===== src/rtl/multi_channel_tick_counter_pkg.sv =====
`default_nettype none
// ============================================================================
// Module   : multi_channel_tick_counter_pkg
// Purpose  : Shared types and elaboration-time helpers for the tick counter
//            bank: FSM state encoding, channel-index width and the per-channel
//            reset seed.
// Revision : 1.0 - initial release
// ============================================================================
package multi_channel_tick_counter_pkg;

    typedef enum logic [1:0] {
        ST_STOP = 2'd0,
        ST_RUN  = 2'd1,
        ST_LOAD = 2'd2
    } state_t;

    // Channel select width: max(1, clog2(num_ch)).
    function automatic int ch_width(input int num_ch);
        return (num_ch <= 2) ? 1 : $clog2(num_ch);
    endfunction

    // Reset value of channel idx; reversed order keeps the legacy display
    // layout (highest channel starts at zero).
    function automatic int seed(input int idx, input int num_ch, input int max_val);
        return (num_ch - 1 - idx) % (max_val + 1);
    endfunction

endpackage
`default_nettype wire


===== src/rtl/multi_channel_tick_counter_divider.sv =====
`default_nettype none
// ============================================================================
// Module   : tick_divider
// Purpose  : Divides clk by DIV = CLK_HZ/TICK_HZ (DIV >= 2) and emits a
//            one-cycle tick while enabled.
// Ports    : clk     - system clock, rising edge
//            reset_n - asynchronous active-low reset
//            en      - count enable; the divider only advances while high
//            tick    - high for the cycle in which the divider is at DIV-1
// Revision : 1.0 - initial release
// ============================================================================
module tick_divider #(
    parameter int CLK_HZ  = 100_000_000,
    parameter int TICK_HZ = 1
) (
    input  logic clk,
    input  logic reset_n,
    input  logic en,
    output logic tick
);

    localparam int              c_div   = CLK_HZ / TICK_HZ;
    localparam int              c_div_w = $clog2(c_div);
    localparam logic [c_div_w-1:0] c_last = c_div_w'(c_div - 1);
    localparam logic [c_div_w-1:0] c_one  = c_div_w'(1);

    logic [c_div_w-1:0] r_div;

    // While disabled the divider parks at zero; its value is never observed
    // outside of an enabled period, and this guarantees every enable starts
    // a full DIV-cycle period.
    always_ff @(posedge clk or negedge reset_n) begin
        if (!reset_n) begin
            r_div <= '0;
        end else if (!en) begin
            r_div <= '0;
        end else if (r_div == c_last) begin
            r_div <= '0;
        end else begin
            r_div <= r_div + c_one;
        end
    end

    assign tick = en && (r_div == c_last);

endmodule
`default_nettype wire


===== src/rtl/multi_channel_tick_counter.sv =====
`default_nettype none
// ============================================================================
// Module   : multi_channel_tick_counter
// Purpose  : Bank of NUM_CH counters advancing on a divided-down tick, with
//            run/stop, up/down, per-channel enable, wrap/saturate at MAX_VAL
//            and a valid/ready single-channel load port. data_raw feeds the
//            VGA text generator directly.
// Ports    : clk, reset_n        - clock / async active-low reset
//            run                 - level: 1 = RUN, 0 = STOP
//            clr                 - sync pulse, clears all channels
//            dir_down            - 0 = count up, 1 = count down
//            ch_en[NUM_CH]       - per-channel count enable
//            load_valid/ready    - load handshake (ready only in STOP)
//            load_ch, load_val   - load target channel and value
//            load_err            - pulse: load_ch out of range
//            tick                - pulse per count event
//            running             - high in RUN
//            data_raw            - packed channels, ch i at [i*CNT_W +: CNT_W]
//            frame_sync          - (optional) shadow update strobe
// Option   : MULTI_CHANNEL_TICK_COUNTER_FRAME_SYNC_EN adds frame_sync and
//            turns data_raw into a frame-synchronous shadow copy.
// Revision : 1.0 - initial release
// ============================================================================
module multi_channel_tick_counter
    import multi_channel_tick_counter_pkg::*;
#(
    parameter  int CLK_HZ   = 100_000_000,
    parameter  int TICK_HZ  = 1,
    parameter  int NUM_CH   = 16,
    parameter  int CNT_W    = 16,
    parameter  int MAX_VAL  = 9999,
    parameter  int SATURATE = 0,
    localparam int CH_W     = ch_width(NUM_CH)
) (
    input  logic                    clk,
    input  logic                    reset_n,
    input  logic                    run,
    input  logic                    clr,
    input  logic                    dir_down,
    input  logic [NUM_CH-1:0]       ch_en,
    input  logic                    load_valid,
    output logic                    load_ready,
    input  logic [CH_W-1:0]         load_ch,
    input  logic [CNT_W-1:0]        load_val,
    output logic                    load_err,
    output logic                    tick,
    output logic                    running,
`ifdef MULTI_CHANNEL_TICK_COUNTER_FRAME_SYNC_EN
    input  logic                    frame_sync,
`endif
    output logic [NUM_CH*CNT_W-1:0] data_raw
);

    localparam logic [CNT_W-1:0] c_max = CNT_W'(MAX_VAL);
    localparam logic [CNT_W-1:0] c_one = CNT_W'(1);

    state_t                   r_state;
    state_t                   w_state_nxt;
    logic [CH_W-1:0]          r_load_ch;
    logic [CNT_W-1:0]         r_load_val;
    logic                     w_accept;
    logic                     w_div_en;
    logic                     w_tick;
    logic                     w_ch_oob;
    logic                     w_load_we;
    logic [NUM_CH*CNT_W-1:0]  w_live;
    logic [NUM_CH*CNT_W-1:0]  w_seed;
    logic [NUM_CH*CNT_W-1:0]  r_data;

    // ------------------------------------------------------------------
    // Control FSM
    // ------------------------------------------------------------------
    always_ff @(posedge clk or negedge reset_n) begin
        if (!reset_n) begin
            r_state <= ST_STOP;
        end else begin
            r_state <= w_state_nxt;
        end
    end

    // A load presented in STOP wins over run: load_ready is high for the
    // whole STOP state, so an offered load must be honoured once accepted.
    always_comb begin
        w_state_nxt = r_state;
        load_ready  = 1'b0;
        running     = 1'b0;
        case (r_state)
            ST_STOP: begin
                load_ready = 1'b1;
                if (load_valid) begin
                    w_state_nxt = ST_LOAD;
                end else if (run) begin
                    w_state_nxt = ST_RUN;
                end
            end
            ST_RUN: begin
                running = 1'b1;
                if (!run) begin
                    w_state_nxt = ST_STOP;
                end
            end
            ST_LOAD: begin
                w_state_nxt = ST_STOP;
            end
            default: begin
                w_state_nxt = ST_STOP;
            end
        endcase
    end

    assign w_accept = load_valid && load_ready;

    // ------------------------------------------------------------------
    // Load capture (value clamped to MAX_VAL on acceptance)
    // ------------------------------------------------------------------
    always_ff @(posedge clk or negedge reset_n) begin
        if (!reset_n) begin
            r_load_ch  <= '0;
            r_load_val <= '0;
        end else if (w_accept) begin
            r_load_ch  <= load_ch;
            r_load_val <= (load_val > c_max) ? c_max : load_val;
        end
    end

    // When NUM_CH fills the select space no index can be out of range.
    generate
        if (NUM_CH == (1 << CH_W)) begin : g_ch_full
            assign w_ch_oob = 1'b0;
        end else begin : g_ch_partial
            assign w_ch_oob = (int'(r_load_ch) >= NUM_CH);
        end
    endgenerate

    // clr in the LOAD cycle discards the pending load, including its error.
    assign w_load_we = (r_state == ST_LOAD) && !clr && !w_ch_oob;
    assign load_err  = (r_state == ST_LOAD) && !clr &&  w_ch_oob;

    // ------------------------------------------------------------------
    // Tick generation
    // ------------------------------------------------------------------
    assign w_div_en = (r_state == ST_RUN);

    tick_divider #(
        .CLK_HZ  (CLK_HZ),
        .TICK_HZ (TICK_HZ)
    ) u_div (
        .clk     (clk),
        .reset_n (reset_n),
        .en      (w_div_en),
        .tick    (w_tick)
    );

    assign tick = w_tick;

    // ------------------------------------------------------------------
    // Counter array
    // ------------------------------------------------------------------
    generate
        for (genvar i = 0; i < NUM_CH; i++) begin : g_ch
            localparam logic [CNT_W-1:0] c_seed = CNT_W'(seed(i, NUM_CH, MAX_VAL));

            logic [CNT_W-1:0] r_cnt;
            logic [CNT_W-1:0] w_step;

            always_comb begin
                w_step = r_cnt;
                if (dir_down) begin
                    if (r_cnt == '0) begin
                        w_step = (SATURATE != 0) ? r_cnt : c_max;
                    end else begin
                        w_step = r_cnt - c_one;
                    end
                end else begin
                    if (r_cnt == c_max) begin
                        w_step = (SATURATE != 0) ? r_cnt : '0;
                    end else begin
                        w_step = r_cnt + c_one;
                    end
                end
            end

            always_ff @(posedge clk or negedge reset_n) begin
                if (!reset_n) begin
                    r_cnt <= c_seed;
                end else if (clr) begin
                    r_cnt <= '0;
                end else if (w_tick && ch_en[i]) begin
                    r_cnt <= w_step;
                end else if (w_load_we && (r_load_ch == CH_W'(i))) begin
                    r_cnt <= r_load_val;
                end
            end

            assign w_live[i*CNT_W +: CNT_W] = r_cnt;
            assign w_seed[i*CNT_W +: CNT_W] = c_seed;
        end
    endgenerate

    // ------------------------------------------------------------------
    // Output register
    // ------------------------------------------------------------------
`ifdef MULTI_CHANNEL_TICK_COUNTER_FRAME_SYNC_EN
    // Shadow copy refreshed only on frame_sync so a displayed frame never
    // mixes old and new counter values.
    always_ff @(posedge clk or negedge reset_n) begin
        if (!reset_n) begin
            r_data <= w_seed;
        end else if (frame_sync) begin
            r_data <= w_live;
        end
    end
`else
    always_ff @(posedge clk or negedge reset_n) begin
        if (!reset_n) begin
            r_data <= w_seed;
        end else begin
            r_data <= w_live;
        end
    end
`endif

    assign data_raw = r_data;

endmodule
`default_nettype wire


===== config.mk =====
export PLATFORM = sky130hd
export DESIGN_NAME = multi_channel_tick_counter
export DESIGN_NICKNAME = d
export VERILOG_FILES = /design/src/rtl/multi_channel_tick_counter_pkg.sv /design/src/rtl/multi_channel_tick_counter_divider.sv /design/src/rtl/multi_channel_tick_counter.sv
export SDC_FILE = /design/constraint.sdc
export NUM_CORES = 2
export LEC_CHECK = 0
export ABC_AREA = 1
export CAP_MARGIN = 20
export CORE_MARGIN = 8
export CORE_UTILIZATION = 54
export CTS_CLUSTER_SIZE = 16
export DETAILED_ROUTE_END_ITERATION = 8
export MAX_ROUTING_LAYER = met4
export PLACE_DENSITY = 0.78
export SLEW_MARGIN = 5
export SYNTH_ARGS = -nofsm -noshare
export SYNTH_HDL_FRONTEND = slang
export SYNTH_SLANG_ARGS = --single-unit
export TNS_END_PERCENT = 100

===== constraint.sdc =====
create_clock -name clk -period 2.2 [get_ports clk]
set_input_delay 0.33 -clock clk [delete_from_list [all_inputs] [get_ports clk]]
set_output_delay 0.33 -clock clk [all_outputs]
set_load 0.02 [all_outputs]

==> flow_metrics.py <==
metrics = {
    "critical_path": {
        "startpoint_of_the_lowest_slack_register_to_register_path": "u_div.r_div[17]$_DFF_PN0_",
        "worstRegToRegCells": 13,
        "worstPathRequired_ns": 2.69,
        "crit_path_launch_type": "register",
        "critical_path.top_delay_family": "simple AND/OR/NAND/NOR gates",
        "worst-path-stages": 13,
        "arrival_ns": 2.67,
        "critical-path-slowest-cell": "dfrtp_1",
        "critical_path.n_buffers_inverters": 4,
        "worst_setup_path_end_kind": "register",
        "crit_chain": "inv_2 > nand2_2 > nor2_4 > buf_4 > buf_4 > nand2_1 > nor2_2 > nand3_2 > buf_4 > nor2_1 > nand2_1 > o21ai_0 > o21ai_0",
        "reg2reg_slack_ns": 0.01,
        "critical-path-max-stage-delay_ns": 0.39,
        "critical-path-top-cell-by-count": "buf_4",
        "ff_to_ff_end": "g_ch[14].r_cnt[2]$_DFFE_PN0P_",
        "crit_path_max_fanout": 8,
        "path_class": "register to register",
    },
    "power": {
        "share_comb_of_total_power": 0.218,
        "p_int_w": 0.0198,
        "seq_power_share": 0.383,
        "static_leakage_nw": 24.4,
        "ir_worst_vdd_mv": 0.530,
        "power.clock.fraction": 0.399,
        "power.density_mw_per_mm2": 606,
        "netSwitchingPower_w": 0.00935,
        "p_sw_frac": 0.321,
        "report.power.total_w": 0.0291,
    },
    "die": {
        "rows": 98,
        "floorplan.initialDensity": 0.543,
        "die_w_um": 284,
        "core_mm2": 0.0712,
        "dieArea_mm2": 0.0804,
        "top_level_ports": 302,
        "dieHeight_um": 284,
    },
    "place": {
        "postPlaceCellArea_mm2": 0.0449,
        "dpl_worst_slack_ns": -0.142,
        "hpwlAfterDp_mm": 105,
        "globalplace.congestion": 1.03,
        "placement.io_buffers": 300,
    },
    "global_route": {
        "pin_count_of_the_biggest_net_entering_global_routing": 90,
        "grt_antenna_before_repair": 8,
        "groute.layer.met2.usage": 0.544,
        "grt_first_pass_wirelength_mm": 228,
        "grtUsageMet1": 0.463,
        "number_of_global_route_vias_before_repair": 40600,
        "global_route.peak_usage_layer": "met2",
        "grt.met3_usage": 0.0686,
        "grt_overflow_total": 0,
        "gr-usage-all-layers": 0.358,
    },
    "yosys": {
        "syn-mean-instance-area_um2": 6.30,
        "synth_seq_cells": 561,
        "synth_seq_area_share": 0.365,
        "yosys_warnings": 0,
        "asyncSetResetFlopFracSynth": 1.00,
        "synth-edff-count": 0,
        "synth.net_count": 6208,
        "postSynthCellCount": 6133,
        "netlist_area_mm2": 0.0387,
        "yosys.cell_types.count": 48,
        "synthFlopType": "dfrtp_1",
    },
    "routing": {
        "routed_wl_mm": 146,
        "drt_first_pass_iters": 8,
        "drt.antenna.violating_nets": 0,
        "vias_post_dr": 43900,
        "wl_per_cell_um": 19.1,
        "vias_per_cell": 5.74,
        "detailedRoute.firstIterationViolations": 5122,
        "drcViolationCount": 0,
    },
    "layout": {
        "drive_gt1_frac": 0.109,
        "layout.core_utilization": 0.674,
        "final_nets": 6707,
        "fin_area_mm2": 0.0480,
        "area_growth_syn_to_layout_pct": 24.2,
    },
    "run": {
        "timing.max_cap.violations": 0,
    },
    "timing": {
        "unrepaired_setup_endpoints_after_global_routing": "yes",
        "clock.fmax_mhz": 457,
        "slew_viol_final": 0,
        "worst_slew_pin_slew_ns": 0.879,
        "slew-limit-headroom": 0.410,
        "timing.final.crit_period_ns": 2.19,
        "setup_tns_ns": 0,
        "endpoints_failing_hold": 0,
        "setup_ws_ns": 0.0123,
        "setup_viol": 0,
        "final.period_utilization": 0.994,
        "final.setup_skew_ns": 0.0208,
    },
    "clock_network": {
        "cts_tree": "built",
        "cts-root-to-sink-buffers": 3,
        "worst_setup_hold_path_clk_slew_ns": 0.07,
        "clkSinkCount": 561,
        "clock_insertion_delay_at_the_later_pin_of_the_skew_report_ns": 0.62,
        "cts-root-buf": "clkbuf_16",
        "cts_htree_levels": 3,
        "cts_made_buffers": 66,
    },
    "outcome": {
        "run_status": "completed",
    },
    "min_path": {
        "holdCritPathClass": "input pin to async pin",
    },
}
area by class of cell:
cell class | count | area [um^2]
fillers | 6405 | 23200
inverters | 524 | 2000
flip-flops and latches | 561 | 14100
well taps | 950 | 1190
repair buffers | 691 | 6630
multi-input cells | 4788 | 21800
clock inverters | 36 | 453
clock buffers | 84 | 1830
diodes | 9 | 22.5
power by group through the flow:
stage               logic, W  registers [W]  clock network [W]
floorplan            0.00360         0.0113                  0
global placement     0.00604         0.0113                  0
detailed placement   0.00612         0.0113                  0
CTS                  0.00616         0.0111             0.0118
global route         0.00696         0.0112             0.0122
finish               0.00634         0.0111             0.0116
how the worst max path moves through the flow:
stage	from	endpoint	slack, ns
after global routing	u_div.r_div[1]$_DFF_PN0_	g_ch[14].r_cnt[2]$_DFFE_PN0P_	-0.09
after CTS	u_div.r_div[19]$_DFF_PN0_	tick	-0.03
after floorplan	g_ch[2].r_cnt[0]$_DFFE_PN1P_	g_ch[2].r_cnt[3]$_DFFE_PN1P_	0.08
final	u_div.r_div[17]$_DFF_PN0_	g_ch[14].r_cnt[2]$_DFFE_PN0P_	0.01
after global placement	u_div.r_div[12]$_DFF_PN0_	g_ch[4].r_cnt[11]$_DFFE_PN0P_	-0.09
after detailed placement	u_div.r_div[12]$_DFF_PN0_	g_ch[4].r_cnt[7]$_DFFE_PN0P_	-0.14
logic make-up after synthesis:
group                    Yosys count  synth area share
other                              1         0.0000970
flip-flops                       561             0.365
AND/OR/NAND/NOR                 4342             0.477
adder cells (fa/ha/maj)           33            0.0107
XOR/XNOR                          81            0.0184
buffers and inverters            789            0.0800
AO/OA/AOI/OAI                    326            0.0482
worst register-to-register path, stage by stage (launching register included):
cell	delay (ns)
dfrtp_1	0.39
inv_2	0.07
nand2_2	0.06
nor2_4	0.10
buf_4	0.11
buf_4	0.10
nand2_1	0.05
nor2_2	0.16
nand3_2	0.10
buf_4	0.23
nor2_1	0.27
nand2_1	0.12
o21ai_0	0.14
o21ai_0	0.15
cells in the mapped netlist, drive strengths merged, types with 6 or more instances:
| cell | n | area, um^2 |
|---|---|---|
| nand2 | 2430 | 9140 |
| nand3 | 802 | 4210 |
| nor2 | 778 | 3070 |
| inv | 512 | 1920 |
| dfrtp | 497 | 12400 |
| nand4 | 246 | 1550 |
| o21ai | 231 | 1160 |
| clkbuf | 202 | 758 |
| xor2 | 77 | 674 |
| dfstp | 64 | 1680 |
| buf | 63 | 365 |
| a21oi | 57 | 439 |
| nor3 | 56 | 280 |
| ha | 33 | 413 |
| or2 | 15 | 93.8 |
| o22ai | 13 | 81.3 |
| clkinv | 12 | 46.3 |
| o211ai | 11 | 82.6 |
| and2 | 6 | 37.5 |
| nand3b | 6 | 48.8 |
timing repair:
item	4_1_cts	5_1_grt
endpoints found under the setup margin	223	258
gates resized for setup	21	78
buffers inserted	6	24
hold buffers	1	0
pin swaps	7	38
hold endpoints to repair	74	0
cloned	1	6
layer usage:
layer / wire [um] / vias up
met1: 59000 / 20300
met2: 64900 / 2463
met5: 0 / -
met4: 7340 / 0
li1: - / 20600
met3: 15100 / 477
through the flow:
step                instances  hold WS (ns)
finish                   7643         0.229
global route             7640         0.248
CTS                      7604         0.210
detailed placement       7476         0.262
global placement         7476         0.258
floorplan                6133        0.0344
flip-flops by register name (all words and copies together), names as in the netlist:
| name | count |
|---|---|
| g_ch.r_cnt | 256 |
| r_load_val | 16 |
| u_div.r_div | 27 |
| data_raw | 256 |
| r_load_ch | 4 |
| r_state | 2 |
cell usage in the layout, fill, tap and decap left out, types with 5 or more instances in the layout:
cell type,netlist,routed
xor2_1,77,77
inv_2,13,17
clkbuf_16,0,69
inv_6,0,7
nor2_1,754,737
or2_2,15,15
clkinv_1,11,9
nand4_1,245,245
o22ai_1,13,13
nor2_2,7,13
o211ai_1,11,11
nand3_1,783,769
a21oi_4,12,20
bufinv_16,0,8
buf_6,5,10
nor2_4,16,27
inv_1,499,490
clkdlybuf4s50_1,0,294
diode_2,0,9
nor3_1,56,56
a21oi_1,40,40
nand2_2,6,16
clkinvlp_4,0,11
clkbuf_8,0,10
ha_1,33,32
clkbuf_1,202,8
nand2_1,2423,2412
nand3_2,5,18
buf_4,8,329
o21ai_1,4,5
o21ai_0,227,226
buf_12,1,50
dfstp_2,64,64
nand3b_1,5,5
dfrtp_1,497,497
clkinv_2,1,11
nand3_4,14,15
Note: power is estimated with default switching activity, not from simulation.
